[src/rtl/nand_gate_unit.sv]
`default_nettype none
// ============================================================================
// Module   : nand_gate_unit
// Purpose  : Bit-wise 2-input NAND with a combinational result, a 1-cycle
//            registered copy plus valid flag, and saturating truth-table
//            coverage counters for lane 0.
// Ports    :
//   clk        in   1      system clock, rising-edge
//   rst        in   1      synchronous reset, active-high
//   A, B       in   WIDTH  operands
//   in_valid   in   1      qualifies A/B for the registered path and counters
//   clear      in   1      synchronous clear of the coverage counters only
//   O          out  WIDTH  combinational ~(A & B)
//   O_reg      out  WIDTH  registered ~(A & B), captured when in_valid=1
//   out_valid  out  1      O_reg holds a fresh result this cycle
//   cnt00..11  out  CNT_W  accepted samples per {A[0],B[0]} combination
//   cov_done   out  1      all four counters nonzero
// Revision : 1.0 - initial release
// ============================================================================
module nand_gate_unit #(
  parameter int WIDTH = 1,
  parameter int CNT_W = 16
) (
  input  logic             clk,
  input  logic             rst,
  input  logic [WIDTH-1:0] A,
  input  logic [WIDTH-1:0] B,
  input  logic             in_valid,
  input  logic             clear,
  output logic [WIDTH-1:0] O,
  output logic [WIDTH-1:0] O_reg,
  output logic             out_valid,
  output logic [CNT_W-1:0] cnt00,
  output logic [CNT_W-1:0] cnt01,
  output logic [CNT_W-1:0] cnt10,
  output logic [CNT_W-1:0] cnt11,
  output logic             cov_done
);

  localparam logic [CNT_W-1:0] C_CNT_MAX = '1;

  logic [WIDTH-1:0] o_reg_q, o_reg_d;
  logic             out_valid_q, out_valid_d;
  logic [CNT_W-1:0] cnt_q [4];
  logic [CNT_W-1:0] cnt_d [4];
  logic [1:0]       w_sel;

  // Combinational result; X/Z on inputs propagates naturally.
  assign O     = ~(A & B);
  assign w_sel = {A[0], B[0]};

  always_comb begin
    o_reg_d     = o_reg_q;
    out_valid_d = in_valid;
    for (int i = 0; i < 4; i++) begin
      cnt_d[i] = cnt_q[i];
    end

    if (in_valid) begin
      o_reg_d = ~(A & B);
    end

    // Clear beats counting; the registered data path is unaffected by clear.
    if (clear) begin
      for (int i = 0; i < 4; i++) begin
        cnt_d[i] = '0;
      end
    end else if (in_valid && (cnt_q[w_sel] != C_CNT_MAX)) begin
      cnt_d[w_sel] = cnt_q[w_sel] + 1'b1;
    end
  end

  always_ff @(posedge clk) begin
    if (rst) begin
      o_reg_q     <= '1;
      out_valid_q <= 1'b0;
      for (int i = 0; i < 4; i++) begin
        cnt_q[i] <= '0;
      end
    end else begin
      o_reg_q     <= o_reg_d;
      out_valid_q <= out_valid_d;
      for (int i = 0; i < 4; i++) begin
        cnt_q[i] <= cnt_d[i];
      end
    end
  end

  assign O_reg     = o_reg_q;
  assign out_valid = out_valid_q;
  assign cnt00     = cnt_q[0];
  assign cnt01     = cnt_q[1];
  assign cnt10     = cnt_q[2];
  assign cnt11     = cnt_q[3];
  assign cov_done  = (cnt_q[0] != '0) && (cnt_q[1] != '0) &&
                     (cnt_q[2] != '0) && (cnt_q[3] != '0);

endmodule
`default_nettype wire

[config.mk]
export PLATFORM = sky130hd
export DESIGN_NAME = nand_gate_unit
export DESIGN_NICKNAME = d
export VERILOG_FILES = /design/src/rtl/nand_gate_unit.sv
export SDC_FILE = /design/constraint.sdc
export NUM_CORES = 1
export LEC_CHECK = 0
export ABC_CLOCK_PERIOD_IN_PS = 3600
export CAP_MARGIN = 20
export CORE_MARGIN = 1.5
export CORE_UTILIZATION = 49
export DETAILED_ROUTE_END_ITERATION = 8
export PLACE_DENSITY = 0.79
export SKIP_CTS_REPAIR_TIMING = 1
export SLEW_MARGIN = 20
export SYNTH_ARGS = -nofsm -noshare
export SYNTH_HDL_FRONTEND = slang
export SYNTH_SLANG_ARGS = --single-unit
export TNS_END_PERCENT = 5
[constraint.sdc]
create_clock -name clk -period 3.6 [get_ports clk]
set_clock_uncertainty 0.05 [all_clocks]
set_input_delay 0.72 -clock clk [delete_from_list [all_inputs] [get_ports clk]]
set_output_delay 0.72 -clock clk [all_outputs]
set_load 0.05 [all_outputs]
* Yosys cells after proc, flatten, opt, wreduce, memory -nomap -nowiden
Memory sizes are Yosys's and may differ from the RTL's.
Index checks and enable logic that the tools add are counted.
** Storage, ports and cells
- Register bits :: 2
- Bits in writable memories :: 64
- Bits of input ports :: 6
- Output and inout port bits :: 68
- Logic and storage cells :: 35
- Memories kept :: 1
** Operators by class
- Add/subtract/negate cells :: 1
- Order comparisons :: 2
- Equality and inequality tests :: 1
- Muxes and demuxes :: 12
- Bitwise logic cells :: 7
- Reductions and logical operators :: 9
** Memory list
- cnt_q :: depth 4, bits a word 16, read ports 5, clocked after memory_dff 0, write ports 4, line 44 : logic [CNT_W-1:0] cnt_q [4];
** Operator list (number)
- two-way mux 64 bit :: 2
- two-way mux 16 bit :: 5
- bitwise mux 64 bit :: 1
- nonzero test 16 bit :: 4
- demux 16 bit (select 2 bit) :: 1
- adder 16 x 1 -> 16 bit (second input constant) :: 1
- inequality test 16 bit (second input constant) :: 1
- logical AND 1 bit :: 5
- OR 1 bit :: 4
- >= comparator 3 bit (second input constant) :: 1
- less-than comparator 3 x 1 -> 1 bit (second input constant) :: 1
- two-way mux 1 bit :: 3
- inverter 2 -> 3 bit :: 1
- AND 1 bit :: 1
- inverter 1 bit :: 1

* Logic depth before layout (Yosys ltp)
- Depth in word-level cells :: 9
- Depth in mapped cells :: 10
- Depth with buffers taken out :: 7

* Least setup slack after synthesis
OpenSTA, ideal clock, no wires.
- Kind :: input -> register
- Start point :: in A
- End point :: mem cnt_q[1][10]
- Library setup time :: 0.070 ns
- Arrival time :: 2.822 ns
- Setup slack :: 0.658 ns
- Cell stages on the path :: 9
- Buffers on the path :: 2
- Path through :: buf_2 > mux4_2 > ha_1 > nand4_4 > nor4_4 > nor3_4 > clkbuf_1 > o21ai_0 > a21oi_1
** RTL lines
- start, declared :: line 26 : input logic [WIDTH-1:0] A,
- end, declared :: line 44

==> run summary <==
largest cells by area after synthesis - dfxtp_1 (43%), mux4_2 (11%), o21ai_0 (6.0%)
Hold Path Origin - O_reg
area leader, netlist - dfxtp_1
yosys warns - 0
R2R Path Start - cnt_q[1][1]
Core Area - 5990 um^2
global-route wire length before repair - 14100 um
Post-DP HPWL - 6490 um
FF-to-FF End - cnt_q[0][9]
boundary pin count - 74
port buffer count - 73
Slew Limit Fails - 0
routability cong. - 0.899
peak supply drop - 0.273 mV
status - finished clean
grt ovf - 0
CTS buffer count - 9
multiplexer share of the synthesized area - 15.8%
initial core utilization - 51.2%
Achievable Freq - 0.317 GHz
Mapped Cells - 310
P&R area growth vs syn - 34.1%
FP Rows - 28
simple-gate share of the synthesized area - 16.4%
ANT cells - 0
crit path time final - 3.16 ns
1st-iter DRT viols - 218
Startpoint Class - input pin
post-route cell area - 4110 um^2
routed via count - 2813
CP max FO - 17
Leakage Power - 0.00141 uW
Slew headroom - 57.6%
Die Wd - 82.1 um
WL final - 8920 um
total negative slack - 0 ns
Area after DPL - 3920 um^2
chip height - 82.1 um
average size of a mapped cell - 9.90 um^2
Critical Path End - cnt_q[0][9]
clk_lat worst skew - 0.34 ns
Yosys top cell area share - 43.1%
crit path launch - A
Yosys reg bits - 66
post-synthesis cell type count - 35
post-route ant nets - 0
DRC errors left - 0
Hold/Removal Path Class - reg -> reg
Max Cap Viol - 0
Hold WS - 0.452 ns
CP peak stage delay - 0.63 ns
CTS tree - done
Max Root-Sink Buffers - 2
largest net degree at the start of global routing - 33
drt wl/cell - 19.2 um
Reg2Reg Setup Slack - 1.13 ns
final hold vios - 0
Worst EP arrival - 3.32 ns
Root Buffer - clkbuf_8
vias in the first global route - 2541
type of destination of the critical path - flip-flop
First-pass DRT Iterations - 5
Seq/Total Area, Yosys - 43.1%
initial antenna violation count - 0
final core utilization - 68.7%
Final nets - 394
critical path required time - 3.76 ns
RSZ-0062 raised after global routing - false
Power Density - 382 nW/um^2
Vias/cell - 6.05
slowest cell on the critical path - nor4_4
largest family of logic cells by synthesized area - compound AO/OA/AOI/OAI gates
GRT Total Usage - 28.8%
Finish-stage setup viols - 0
Fill cells - 465
Synthesized Nets - 317
period utilization - 87.7%
H-tree depth - 3
CP Cell Sequence - clkdlybuf4s50_1 -> buf_12 -> mux4_2 -> ha_1 -> nand4_4 -> nor4_4 -> nor4b_2 -> buf_4 -> o21ai_0 -> a21oi_1
Synth Area in Adders - 0.408%
critical path type - in -> reg
xor/xnor cell area share of the yosys netlist - 4.00%
layout cell share with drive strength beyond 1 - 14.6%
max FFs per register - 64
Worst-path clk slew - 0.07 ns
clock sinks - 66
worst-margin pin slew - 0.631 ns
compound-cell area share of the yosys netlist - 16.5%
R2R depth - 8
DIE AREA - 6740 um^2
Post-Syn Area - 3070 um^2
==> layer usage <==
metal / track usage [%] / wire length (um) / part of all wire, % / vias to the layer above
met5: 0 / 0 / 0 / -
met3: 5.38 / 647 / 7.3 / 12
li1: - / - / - / 1317
met4: 9.66 / 148 / 1.7 / 0
met2: 45.5 / 4240 / 48 / 135
met1: 39.7 / 3880 / 44 / 1349
==> layout by cell type (no fill, tap or decap), types with 4 or more instances in the layout <==
| cell type | netlist | final |
|---|---|---|
| a211oi_1 | 12 | 12 |
| a211oi_2 | 4 | 4 |
| a21oi_1 | 36 | 36 |
| buf_4 | 4 | 13 |
| clkbuf_8 | 0 | 11 |
| clkdlybuf4s50_1 | 0 | 72 |
| dfxtp_1 | 66 | 66 |
| mux2i_1 | 12 | 12 |
| mux4_2 | 15 | 15 |
| nand2_1 | 13 | 13 |
| nand3_1 | 5 | 5 |
| nand4_1 | 6 | 6 |
| nor2_1 | 33 | 33 |
| nor4_1 | 16 | 16 |
| o21ai_0 | 37 | 37 |
| xnor2_1 | 9 | 9 |
| xor2_1 | 5 | 5 |
==> cell families (layout without fill, tap and decap cells) <==
family / after synthesis / after routing
AOI/OAI and AO/OA: 89 / 89
DFF: 66 / 66
and+or+nand+nor: 91 / 91
adders and majority gates: 1 / 1
buffers and inverters: 21 / 101
xor gates and xnor gates: 14 / 14
muxes: 28 / 28
==> stage by stage <==
step,std cells,setup WS (ns),power [uW]
2_1_floorplan,310,0.658,899
6_report,465,0.444,1570
3_5_place_dp,451,0.113,962
5_1_grt,465,0.270,1620
3_3_place_gp,451,0.165,959
4_1_cts,465,0.445,1580
==> where the power goes <==
group	switching (uW)	total [uW]	internal, uW
Combinational	118	188	70.8
Sequential	15.1	758	743
Clock	278	626	348
==> Yosys cell counts (all sizes together) <==
| cell type | count |
|---|---|
| dfxtp | 66 |
| o21ai | 37 |
| a21oi | 36 |
| nor2 | 34 |
| nor4 | 17 |
| a211oi | 16 |
| mux4 | 16 |
| nand2 | 13 |
| mux2i | 12 |
| clkbuf | 11 |
| buf | 10 |
| xnor2 | 9 |
| nand4 | 8 |
| nand3 | 5 |
| xor2 | 5 |
| nor3 | 3 |
| and2 | 2 |
| nand2b | 2 |
| or2 | 2 |
| and3b | 1 |
| and4 | 1 |
| ha | 1 |
| nor2b | 1 |
| nor4b | 1 |
| nor4bb | 1 |
==> how the worst min path moves through the flow <==
| stage | end | depth (start not counted) |
|---|---|---|
| finish | O_reg | 2 |
| global route | O_reg | 2 |
| CTS | O_reg | 2 |
| detailed placement | O_reg | 2 |
| global placement | O_reg | 2 |
| floorplan | cnt_q[3][6] | 2 |
==> worst max-delay path, delay by kind of cell <==
kind | cells | cell delay, ns
adder cells (fa/ha/maj) | 1 | 0.24
AO/OA/AOI/OAI | 2 | 0.25
multiplexers | 1 | 0.36
AND/OR/NAND/NOR | 3 | 0.86
buffers and inverters | 3 | 0.86
==> layout make-up <==
class | count | area (um^2) | share of cell area [%]
timing repair buffer | 87 | 858 | 20.9
clock buffer | 11 | 151 | 3.68
multi-input combinational | 223 | 1650 | 40.1
tap | 75 | 93.8 | 2.28
sequential | 66 | 1320 | 32.1
clock inverter | 3 | 40.0 | 0.973
Power figures use the tool's default switching activity.
